**config.mk**
```make
export PLATFORM = sky130hd
export DESIGN_NAME = mem_req_arbiter
export DESIGN_NICKNAME = d
export VERILOG_FILES = /design/src/rtl/mem_req_arbiter_pkg.sv /design/src/rtl/mem_req_arbiter_owner_fifo.sv /design/src/rtl/mem_req_arbiter.sv
export SDC_FILE = /design/constraint.sdc
export NUM_CORES = 1
export LEC_CHECK = 0
export ABC_AREA = 1
export BUFFER_PORTS_ARGS = -buffer_cell sky130_fd_sc_hd__buf_2
export CAP_MARGIN = 5
export CORE_AREA = 2 2 108 110
export CTS_CLUSTER_DIAMETER = 100
export CTS_CLUSTER_SIZE = 12
export DETAILED_ROUTE_END_ITERATION = 8
export DIE_AREA = 0 0 110 112
export GPL_ROUTABILITY_DRIVEN = 0
export SLEW_MARGIN = 25
export SYNTH_ARGS = -nofsm -noshare
export SYNTH_HDL_FRONTEND = slang
export SYNTH_SLANG_ARGS = --single-unit
```
**constraint.sdc**
```tcl
create_clock -name clk -period 2.5 [get_ports clk]
set_input_delay 0.5 -clock clk [delete_from_list [all_inputs] [get_ports clk]]
set_output_delay 0.5 -clock clk [all_outputs]
set_load 0.05 [all_outputs]
```
**src/rtl/mem_req_arbiter_pkg.sv**
```systemverilog
// Shared types for the memory request arbiter.
// Owner tags and access-size encodings.
package mem_req_arbiter_pkg;

  typedef enum logic {
    SRC_INST = 1'b0,
    SRC_DATA = 1'b1
  } mem_src_t;

  localparam logic [1:0] MEM_SIZE_B = 2'd0;
  localparam logic [1:0] MEM_SIZE_H = 2'd1;
  localparam logic [1:0] MEM_SIZE_W = 2'd2;

endpackage

```
**src/rtl/mem_req_arbiter_owner_fifo.sv**
```systemverilog
// 1-bit owner FIFO: records who issued each accepted request.
// Ports: clk, reset, push/push_src, pop, head, full, empty.
import mem_req_arbiter_pkg::*;

module owner_fifo #(
  parameter int DEPTH = 4
) (
  input  logic     clk,
  input  logic     reset,
  input  logic     push,
  input  mem_src_t push_src,
  input  logic     pop,
  output mem_src_t head,
  output logic     full,
  output logic     empty
);

  localparam int AW = $clog2(DEPTH);

  logic [DEPTH-1:0] mem;
  logic [AW-1:0]    wr_ptr;
  logic [AW-1:0]    rd_ptr;
  logic [AW:0]      cnt;
  logic             push_e;
  logic             pop_e;

  assign full   = (cnt == (AW+1)'(DEPTH));
  assign empty  = (cnt == '0);
  assign push_e = push & ~full;
  assign pop_e  = pop & ~empty;
  assign head   = mem_src_t'(mem[rd_ptr]);

  always_ff @(posedge clk or posedge reset) begin
    if (reset) begin
      mem    <= '0;
      wr_ptr <= '0;
      rd_ptr <= '0;
      cnt    <= '0;
    end else begin
      if (push_e) begin
        mem[wr_ptr] <= push_src;
        wr_ptr      <= wr_ptr + 1'b1;
      end
      if (pop_e)
        rd_ptr <= rd_ptr + 1'b1;
      unique case ({push_e, pop_e})
        2'b10:   cnt <= cnt + 1'b1;
        2'b01:   cnt <= cnt - 1'b1;
        default: cnt <= cnt;
      endcase
    end
  end

endmodule

```
**src/rtl/mem_req_arbiter.sv**
```systemverilog
// Shares one downstream req/addr_ok/data_ok port between fetch and data.
// Ports: i_* fetch side, d_* data side, m_* downstream, proto_err sticky.
import mem_req_arbiter_pkg::*;

module mem_req_arbiter #(
  parameter int DATA_W          = 32,
  parameter int MAX_OUTSTANDING = 4,
  parameter int STARVE_LIMIT    = 8
) (
  input  logic              clk,
  input  logic              reset,
  input  logic              i_req,
  input  logic [31:0]       i_addr,
  output logic              i_addr_ok,
  output logic              i_data_ok,
  output logic [DATA_W-1:0] i_rdata,
  input  logic              d_req,
  input  logic              d_wr,
  input  logic [1:0]        d_size,
  input  logic [3:0]        d_wstrb,
  input  logic [31:0]       d_addr,
  input  logic [DATA_W-1:0] d_wdata,
  output logic              d_addr_ok,
  output logic              d_data_ok,
  output logic [DATA_W-1:0] d_rdata,
  output logic              m_req,
  output logic              m_wr,
  output logic [1:0]        m_size,
  output logic [3:0]        m_wstrb,
  output logic [31:0]       m_addr,
  output logic [DATA_W-1:0] m_wdata,
  input  logic              m_addr_ok,
  input  logic              m_data_ok,
  input  logic [DATA_W-1:0] m_rdata,
  output logic              proto_err
);

  localparam logic [7:0] LIMIT = 8'(STARVE_LIMIT);

  logic       run;
  logic       grant_inst;
  logic       grant_data;
  logic       accept;
  logic       q_full;
  logic       q_empty;
  mem_src_t   q_head;
  mem_src_t   push_src;
  logic [7:0] starve_cnt;

  // Outputs are forced low the instant reset rises, not at the next edge.
  assign run = ~reset;

  assign grant_inst = run & i_req
                    & (~d_req | (starve_cnt == LIMIT));
  assign grant_data = run & d_req & ~grant_inst;

  assign m_req  = run & (i_req | d_req) & ~q_full;
  assign accept = m_req & m_addr_ok;

  assign i_addr_ok = accept & grant_inst;
  assign d_addr_ok = accept & grant_data;

  assign push_src = grant_inst ? SRC_INST : SRC_DATA;

  always_comb begin
    m_wr    = 1'b0;
    m_size  = 2'd0;
    m_wstrb = 4'd0;
    m_addr  = 32'd0;
    m_wdata = '0;
    unique case (1'b1)
      grant_inst: begin
        m_size = MEM_SIZE_W;
        m_addr = i_addr;
      end
      grant_data: begin
        m_wr    = d_wr;
        m_size  = d_size;
        m_wstrb = d_wstrb;
        m_addr  = d_addr;
        m_wdata = d_wdata;
      end
      default: ;
    endcase
  end

  owner_fifo #(
    .DEPTH(MAX_OUTSTANDING)
  ) u_owner_fifo (
    .clk     (clk),
    .reset   (reset),
    .push    (accept),
    .push_src(push_src),
    .pop     (m_data_ok),
    .head    (q_head),
    .full    (q_full),
    .empty   (q_empty)
  );

  assign i_data_ok = run & m_data_ok & ~q_empty
                   & (q_head == SRC_INST);
  assign d_data_ok = run & m_data_ok & ~q_empty
                   & (q_head == SRC_DATA);
  assign i_rdata   = run ? m_rdata : '0;
  assign d_rdata   = run ? m_rdata : '0;

  always_ff @(posedge clk or posedge reset) begin
    if (reset) begin
      starve_cnt <= 8'd0;
    end else if (accept) begin
      if (grant_data & i_req) begin
        if (starve_cnt != LIMIT)
          starve_cnt <= starve_cnt + 8'd1;
      end else begin
        starve_cnt <= 8'd0;
      end
    end
  end

  // Orphan response: nothing outstanding to route it to.
  always_ff @(posedge clk or posedge reset) begin
    if (reset)
      proto_err <= 1'b0;
    else if (m_data_ok & q_empty)
      proto_err <= 1'b1;
  end

endmodule

```
==> flow_metrics.tcl, run 1 <==
set metrics [dict create \
    status "completed" \
    hold_class "primary input to async pin" \
    detail_route.wl_per_cell_microns 12.1 \
    coreArea_sq_mm 0.0112 \
    syn_nets 601 \
    setup_viol 0 \
    cpLargestDelayFamily "buffers and inverters" \
    fin_skew_ps 1.80 \
    synth_most_common_cell "inv_1" \
    irDropWorstVdd_uv 192 \
    antenna_cells 0 \
    synth.distinct_cells 24 \
    critical_path_class "register to primary output" \
    synth_top_cell_by_area "dfrtp_1" \
    setup_ws_ps 76.4 \
    synth_compound_area_frac 0.0301 \
    dr.pass1.iters 4 \
    synthesis.area_sq_mm 0.00254 \
    leakagePower_nw 2.91 \
    worst_setup_path_start_kind "register" \
    ys_top_cells_by_count "inv_1 (94), nand2_1 (83), nor2_1 (82)" \
    cts.sinks 20 \
    crit_chain "inv_2 > ha_1 > nand3_1 > o21ai_2 > buf_6 > buf_12 > nand3_1 > nand2_1 > buf_6" \
    p_per_area_mw_per_mm2 484 \
    synth_top_family_by_area "simple AND/OR/NAND/NOR gates" \
    drtIter0Drc 175 \
    io_pins 282 \
    nNetsFinal 850 \
    pwr-share-clk 0.167 \
    synthMuxAreaShare 0 \
    num_vias 3559 \
    switchingPower_w 0.00107 \
    yosys-top-cells-area "dfrtp_1 (20%), nand3_1 (16%), inv_1 (14%)" \
    post-dp-hpwl_microns 7590 \
    clk_pin_slew_ps 60 \
    grt_max_degree 34 \
    dpl_cell_area_sq_mm 0.00396 \
    switching_share 0.497 \
    synth_xor_area_frac 0.0241 \
    final_area_sq_mm 0.00446 \
    async_reset_ff_frac 1.00 \
    max_freq_mhz 413 \
    ys_seq_area_frac 0.197 \
    die_h_microns 112 \
    place_ws_ps 150 \
    synthAdderAreaFrac 0.0424 \
    arrival_ps 1920 \
    rows 39 \
    cts_made_buffers 3 \
    power.internal_w 0.00109 \
    grt_pass1_wl_microns 13400 \
    insertion_delay_ps 250 \
    via_per_inst 4.22 \
    synth_top_area_frac 0.197 \
    worst_slew_pin_slew_ps 454 \
    holdWs_ps 308 \
    port_buffers 281 \
    comb_power_share 0.605 \
    ant_nets 0 \
    nFillCells 1168 \
    drive_above_1_share 0.501 \
    cp_slowest_stage_delay_ps 420 \
    fin_crit_sh 0.969 \
    cts-root-buf "clkbuf_16" \
    critPathSlowestCell "dfrtp_2" \
    relSlewSlack 0.696 \
    grtUsageTotal 0.139 \
    critPathRequiredTime_ps 2000 \
    cp_max_fo 17 \
    synthCells 452 \
    crit_path_end_kind "primary output" \
    slew_viol_final 0 \
    p_seq_frac 0.227 \
    grt_pass1_vias 2850 \
    drcViolationCount 0 \
    cts.htree.levels 1 \
    maxCapViolations 0 \
    hold_violations 0 \
    post-route-util 0.399 \
    synthSimpleGateAreaFrac 0.418 \
    overflow 0 \
    die_w_microns 110 \
    synth_flop_cell "dfrtp_1" \
    area_delta_synth_final_pct 75.7 \
    cts_hold_buffers 0 \
    avgSynthCellArea_sq_um 5.62 \
    cts.path.max_buffers 2 \
    routed_wl_microns 10200 \
    cts_tree "built" \
    synth_warnings 0 \
    synth_edf_count 0 \
    fin_crit_ps 2420 \
    dieArea_sq_mm 0.0123 \
    crit_buf_inv 4 \
    ys_ff_latch 20 \
    antenna_found_initial 0 \
    start_util 0.227 \
]
==> sequential cells by signal, summed over array words and instances (netlist names) <==
| signal | cells |
|---|---|
| u_owner_fifo.rd_ptr | 2 |
| u_owner_fifo.mem | 4 |
| starve_cnt | 8 |
| u_owner_fifo.wr_ptr | 2 |
| u_owner_fifo.cnt | 3 |
| proto_err | 1 |
==> power by group through the flow <==
stage	Clock [W]	Sequential, W	Combinational, W
after floorplan	0	0.000485	0.000937
after global placement	0	0.000494	0.00122
after detailed placement	0	0.000497	0.00122
after CTS	0.000372	0.000493	0.00124
after global routing	0.000379	0.000505	0.00144
final	0.000361	0.000490	0.00131
==> placed cells by master, fill, tap and decap left out, types with 5 or more instances in the layout <==
cell,n
o21ai_0,9
nor2_1,44
inv_1,93
dfrtp_1,19
nor2_2,38
buf_2,215
xor2_1,5
buf_6,22
nand2_1,81
clkbuf_4,6
buf_4,49
ha_1,7
nand3_1,80
clkbuf_16,6
==> metrics by stage <==
step / total power (W) / TNS (ps) / std cells
2_1_floorplan: 0.00142 / -379 / 452
3_3_place_gp: 0.00171 / 0 / 831
3_5_place_dp: 0.00172 / 0 / 831
4_1_cts: 0.00210 / 0 / 837
5_1_grt: 0.00232 / -569 / 843
6_report: 0.00216 / 0 / 843
==> worst reg2reg max path, cell delays in order (launching register included) <==
cell and delay, ps:
dfrtp_1 350, inv_1 90, nand3_1 110, nand2_1 80, inv_1 100, ha_1 150, inv_1 70, fa_1 370
a21oi_1 150, o21ai_0 110, xor2_1 150
==> layout make-up <==
type,instances,area (sq um),share of cell area
timing repair buffer,299,1900,0.426
multi-input combinational,280,1430,0.320
sequential,20,502,0.113
inverter,97,364,0.0816
tap,143,179,0.0401
clock buffer,4,88.8,0.0199
==> timing repair <==
item / 4_1_cts / 5_1_grt
endpoints found under the setup margin: 71 / 72
setup buffers: 1 / 3
cloned: 1 / 3
pin swaps: 1 / 6
gates resized for setup: 3 / 151
==> routing by layer <==
metal	part of all wire	global-route usage
met5	0	0
met4	0.032	0.0565
met3	0.087	0.0240
met2	0.53	0.266
met1	0.35	0.144
==> path summary, 6_finish.rpt <==
check	end	from	slack, ps	cells after the start
min in group clk	u_owner_fifo.cnt[0]	u_owner_fifo.cnt[0]	470	1
worst min-delay path	starve_cnt[0]	reset	310	3
worst min register to register	u_owner_fifo.cnt[0]	u_owner_fifo.cnt[0]	470	1
worst max-delay path	m_addr[14]	starve_cnt[0]	80	9
worst max register to register	u_owner_fifo.cnt[2]	u_owner_fifo.cnt[0]	670	10
max in group asynchronous	starve_cnt[0]	reset	1960	3
==> logic make-up (layout without fill, tap and decap cells) <==
logic type	after synthesis	in the layout
simple gates	251	251
buf+inv	152	400
flops	20	20
compound gates	14	14
fa+ha+maj	8	8
xor+xnor	7	7
Note: power is estimated with default switching activity, not from simulation.
==> run 2: changes to the inputs <==
- ABC_AREA: 1 -> default
- CORE_AREA: 2 2 108 110 -> 2 2 110 112
- DIE_AREA: 0 0 110 112 -> 0 0 112 114
==> flow_metrics.tcl, run 2 <==
set metrics [dict create \
    leakagePower_nw 2.36 \
    synth.distinct_cells 38 \
    antenna_found_initial 0 \
    clk_pin_slew_ps 60 \
    via_per_inst 4.38 \
    critPathRequiredTime_ps 2000 \
    top_regs "starve_cnt: 8 flops, u_owner_fifo.mem: 4 flops, u_owner_fifo.cnt: 3 flops" \
    yosys-top-cells-area "dfrtp_1 (23%), a22o_1 (13%), and2_1 (11%)" \
    cts_hold_buffers 0 \
    p_seq_frac 0.227 \
    start_util 0.188 \
    ys_top_cells_by_count "and2_1 (40), a22o_1 (32), buf_4 (32), nor2b_1 (32), dfrtp_1 (20)" \
    dpl_cell_area_sq_mm 0.00361 \
    fin_setup_tns_ps 0 \
    fin_crit_sh 0.993 \
    final_cell_mix "buf_2 (208), buf_6 (55), and2_1 (40), nor2b_1 (32)" \
    critPathSlowestCell "dfrtp_1" \
    grtUsageTotal 0.156 \
    avgSynthCellArea_sq_um 8.22 \
    rsz0062_at_grt "yes" \
    coreArea_sq_mm 0.0117 \
    num_vias 2923 \
    maxCapViolations 0 \
    synth_warnings 0 \
    p_per_area_mw_per_mm2 512 \
    slew_viol_final 0 \
    detail_route.wl_per_cell_microns 17.2 \
    crit_chain "nor4b_4 > nand4_1 > and3_4 > clkbuf_16 > a22o_4 > buf_8" \
    syn_nets 416 \
    fin_crit_ps 2480 \
    status "completed" \
    drive_above_1_share 0.673 \
    antenna_cells 0 \
    synthesis.area_sq_mm 0.00220 \
    grt_max_degree 48 \
    cp_max_fo 23 \
    relSlewSlack 0.726 \
    pwr-share-clk 0.159 \
    synth_top_cell_by_area "dfrtp_1" \
    dr.pass1.iters 4 \
    area_delta_synth_final_pct 103 \
    overflow 0 \
    dieArea_sq_mm 0.0128 \
    switching_share 0.471 \
    setup_viol 0 \
    die_w_microns 112 \
    cts_made_buffers 3 \
    cts-root-buf "clkbuf_16" \
    drcViolationCount 0 \
    worst_slew_pin_slew_ps 409 \
    hold_class "primary input to async pin" \
    worst_setup_path_start_kind "register" \
    nNetsFinal 670 \
    final_area_sq_mm 0.00445 \
    comb_power_share 0.614 \
    cts_tree "built" \
    grt_pass1_vias 2839 \
    synth_edf_count 0 \
    cp_slowest_stage_delay_ps 410 \
    synth_top_area_frac 0.228 \
    synth_flop_cell "dfrtp_1" \
    max_freq_mhz 403 \
    routed_wl_microns 11400 \
    ys_seq_area_frac 0.228 \
    io_pins 282 \
    cts.htree.levels 1 \
    switchingPower_w 0.00107 \
    port_buffers 281 \
    crit_buf_inv 2 \
    irDropWorstVdd_uv 282 \
    report.power.total_w 0.00228 \
    fin_skew_ps 3.06 \
    insertion_delay_ps 250 \
    power.internal_w 0.00120 \
    cts.path.max_buffers 2 \
    hold_violations 0 \
    arrival_ps 1980 \
    critical_path_class "register to primary output" \
    cts.sinks 20 \
    post-dp-hpwl_microns 9200 \
    final_common_cell "buf_2" \
    crit_path_end_kind "primary output" \
    ys_ff_latch 20 \
    regMostFlops "starve_cnt" \
    rows 40 \
    ant_nets 0 \
    synth_most_common_cell "and2_1" \
    die_h_microns 114 \
    cpLargestDelayFamily "simple AND/OR/NAND/NOR gates" \
    grt_pass1_wl_microns 15700 \
    synthCells 267 \
    r2r_slack_ps 420 \
    drtIter0Drc 110 \
    largest_reg_flops 8 \
    async_reset_ff_frac 1.00 \
]
==> run 2: changes by cell type after synthesis, moves of 6 or more <==
cell | before | now
a22o_1 | 0 | 32
inv_1 | 94 | 11
and2_1 | 0 | 40
nor2_1 | 82 | 7
nand2_1 | 83 | 7
a21oi_1 | 3 | 9
nand3_1 | 80 | 5
o21ai_0 | 9 | 3
nor2b_1 | 0 | 32
==> run 2: power by group through the flow <==
stage | clock network (W) | logic [W] | registers, W
floorplan | 0 | 0.000916 | 0.000521
global placement | 0 | 0.00123 | 0.000512
detailed placement | 0 | 0.00125 | 0.000522
CTS | 0.000365 | 0.00131 | 0.000517
global route | 0.000384 | 0.00150 | 0.000536
finish | 0.000362 | 0.00140 | 0.000518
==> run 2: layout make-up <==
type	count	area (sq um)
Fill cell	1191	7260
Sequential cell	20	502
Tap cell	147	184
Clock buffer	4	88.8
Multi-Input combinational cell	185	1500
Timing Repair Buffer	299	2120
Inverter	12	48.8
==> run 2: per-stage QoR <==
step | hold slack, ps | utilization | setup slack, ps | cells
floorplan | 453 | - | 19.1 | 267
finish | 392 | 0.380 | 16.6 | 667
detailed placement | 486 | 0.308 | 78.2 | 654
CTS | 401 | 0.339 | 5.80 | 665
global placement | 442 | 0.308 | 114 | 654
global route | 419 | 0.380 | -84.0 | 667
==> run 2: metal layers <==
metal / wire length [microns] / share of wire / global-route usage / vias up
li1: - / - / - / 1394
met1: 4710 / 0.41 / 0.198 / 1363
met2: 5590 / 0.49 / 0.261 / 160
met3: 1060 / 0.092 / 0.0526 / 6
met4: 91 / 0.0079 / 0.0350 / 0
met5: 0 / 0 / 0 / -
==> run 2: worst register-to-register path: cells and delay by family, from the launching register on <==
kind / cells / cell delay [ps]
buffers and inverters: 3 / 320
adder cells (fa/ha/maj): 2 / 540
AND/OR/NAND/NOR: 3 / 410
XOR/XNOR: 2 / 300
flip-flops: 1 / 430
==> run 2: cell families (layout without fill, tap and decap cells) <==
logic type                 Yosys count  count (layout)  synth area share
and+or+nand+nor                    111             111             0.309
adders and majority gates            8               8            0.0490
muxes                                2               2            0.0148
buffers and inverters               62             315             0.166
DFF                                 20              20             0.228
AOI/OAI and AO/OA                   55              55             0.198
xor gates and xnor gates             9               9            0.0359
==> run 2: final timing paths <==
check,startpoint,end,depth (start not counted)
max in group asynchronous,reset,starve_cnt[5],3
setup reg to reg,u_owner_fifo.cnt[0],u_owner_fifo.cnt[2],10
min in group clk,m_data_ok,proto_err,2
hold reg to reg,proto_err,proto_err,1
setup / recovery,starve_cnt[4],m_addr[25],6
hold / removal,reset,starve_cnt[5],3
==> run 2: what timing repair did <==
action	in CTS	in global routing
pin swaps	2	8
endpoints found under the setup margin	57	73
buffers inserted	5	1
endpoints found under the hold margin	0	0
cloned	2	3
gates resized for setup	57	161
==> run 3: changes to the inputs <==
- BUFFER_PORTS_ARGS: -buffer_cell sky130_fd_sc_hd__buf_2 -> default
- CELL_PAD_IN_SITES_DETAIL_PLACEMENT: default -> 0
- CELL_PAD_IN_SITES_GLOBAL_PLACEMENT: default -> 1
- DONT_BUFFER_PORTS: default -> 1
- PLACE_DENSITY_LB_ADDON: default -> 0.1
==> flow_metrics.tcl, run 3 (synthesis results as in run 2) <==
set metrics [dict create \
    status "completed" \
    multi_input_area_sq_mm 0.00177 \
    cts.sinks 20 \
    maxCapViolations 0 \
    fin_crit_sh 0.985 \
    nFillCells 1159 \
    cts.path.max_buffers 2 \
    cts-root-buf "clkbuf_16" \
    dpl_cell_area_sq_mm 0.00380 \
    final_common_cell "buf_12" \
    dieArea_sq_mm 0.0128 \
    crit_buf_inv 2 \
    top_layer_used "met4" \
    regMostFlops "starve_cnt" \
    wl_met2_microns 5220 \
    p_per_area_mw_per_mm2 531 \
    critPathSlowestCell "dfrtp_2" \
    irDropWorstVdd_uv 412 \
    fin_crit_ps 2460 \
    top_regs "starve_cnt: 8 flops, u_owner_fifo.mem: 4 flops, u_owner_fifo.cnt: 3 flops" \
    crit_path_end_kind "primary output" \
    startpoint "starve_cnt[4]" \
    setup_viol 0 \
    drcViolationCount 0 \
    insertion_delay_ps 260 \
    die_h_microns 114 \
    dr.pass1.iters 4 \
    area_delta_synth_final_pct 100 \
    cts.htree.levels 1 \
    port_buffers 0 \
    io_pins 282 \
    overflow 0 \
    hold_class "primary input to async pin" \
    grt_pass1_vias 2141 \
    grt_max_degree 54 \
    reg2regPathDepth 9 \
    cpLargestDelayFamily "simple AND/OR/NAND/NOR gates" \
    final_area_sq_mm 0.00440 \
    grt_pass1_wl_microns 13600 \
    largest_reg_flops 8 \
    ant_nets 0 \
    post-dp-hpwl_microns 7870 \
    fin_skew_ps 1.80 \
    arrival_ps 1960 \
    antenna_found_initial 1 \
    slew_viol_final 0 \
    final_cells 488 \
    via_per_inst 4.52 \
    crit_chain "nor4b_4 > nand4_1 > and3_4 > clkbuf_16 > and2_1 > buf_12" \
    rows 40 \
    met1_length_microns 3750 \
    hold_violations 0 \
    regArea_sq_um 503 \
    routed_wl_microns 10200 \
    nNetsFinal 490 \
    relSlewSlack 0.665 \
    worst_slew_pin_slew_ps 505 \
    coreArea_sq_mm 0.0117 \
    final_cell_mix "buf_12 (65), buf_4 (47), nor2b_2 (32), a22o_4 (30), and2_1 (26)" \
    critPathRequiredTime_ps 2000 \
    r2r_start "u_owner_fifo.cnt[0]" \
    drtIter0Drc 72 \
    leakagePower_nw 1.92 \
    cp_slowest_stage_delay_ps 430 \
    dp.cells 470 \
    met3_length_microns 1110 \
    die_w_microns 112 \
    drive_above_1_share 0.650 \
    clk_pin_slew_ps 60 \
    max_freq_mhz 406 \
    start_util 0.188 \
    detail_route.wl_per_cell_microns 20.8 \
    rsz0062_at_grt "yes" \
    grtUsageTotal 0.139 \
    cts_tree "built" \
    path_depth 6 \
    cts_made_buffers 3 \
    cp_max_fo 26 \
    num_vias 2208 \
    worst_setup_path_start_kind "register" \
    critical_path_class "register to primary output" \
]
run 3: cell count changes in the layout (fill, tap and decap cells not counted), moves of 17 or more:
| cell | change |
|---|---|
| a22o_2 | -17 |
| buf_2 | -208 |
| buf_12 | +64 |
| a22o_4 | +19 |
| buf_4 | +31 |
| buf_6 | -52 |
| nor2b_1 | -32 |
| nor2b_2 | +32 |
run 3: layout make-up:
class,count,share of cell area
flip-flops and latches,20,0.114
diodes,1,0.000569
inverters,12,0.0111
repair buffers,119,0.407
multi-input cells,185,0.402
clock buffers,3,0.0171
well taps,147,0.0418
clock inverters,1,0.00682
run 3: stage by stage:
stage	setup WS [ps]	total power, W	utilization	hold WS (ps)	setup TNS (ps)
after floorplan	19.1	0.00144	-	453	0
after global placement	154	0.00180	0.324	330	0
after detailed placement	140	0.00181	0.324	329	0
after CTS	-25.0	0.00230	0.345	53.0	-416
after global routing	-51.8	0.00246	0.376	64.0	-960
final	38.7	0.00234	0.376	54.2	0
run 3: final timing paths:
check,slack (ps),to
max,40,m_wdata[9]
min,50,starve_cnt[1]
max reg2reg,270,u_owner_fifo.cnt[2]
min reg2reg,480,u_owner_fifo.rd_ptr[1]
max in group asynchronous,2000,u_owner_fifo.cnt[1]
min in group clk,360,proto_err
run 3: per-layer routing:
metal,vias up,global-route usage
met3,7,0.0600
met5,-,0
met1,1040,0.163
met2,129,0.238
met4,0,0.0268
li1,1032,-
run 3: power breakdown:
part | internal, W | leakage (nW) | switching (W)
Clock | 0.000318 | 0.0511 | 0.000131
Sequential | 0.000426 | 0.240 | 0.000111
Combinational | 0.000557 | 1.63 | 0.000796
Total | 0.00130 | 1.92 | 0.00104
run 3: timing repair:
item / CTS / global route
setup endpoints to repair: 73 / 73
cloned: 2 / 4
pin swaps: 2 / 13
resized for setup: 9 / 56
hold buffers: 0 / 0
setup buffers: 4 / 5
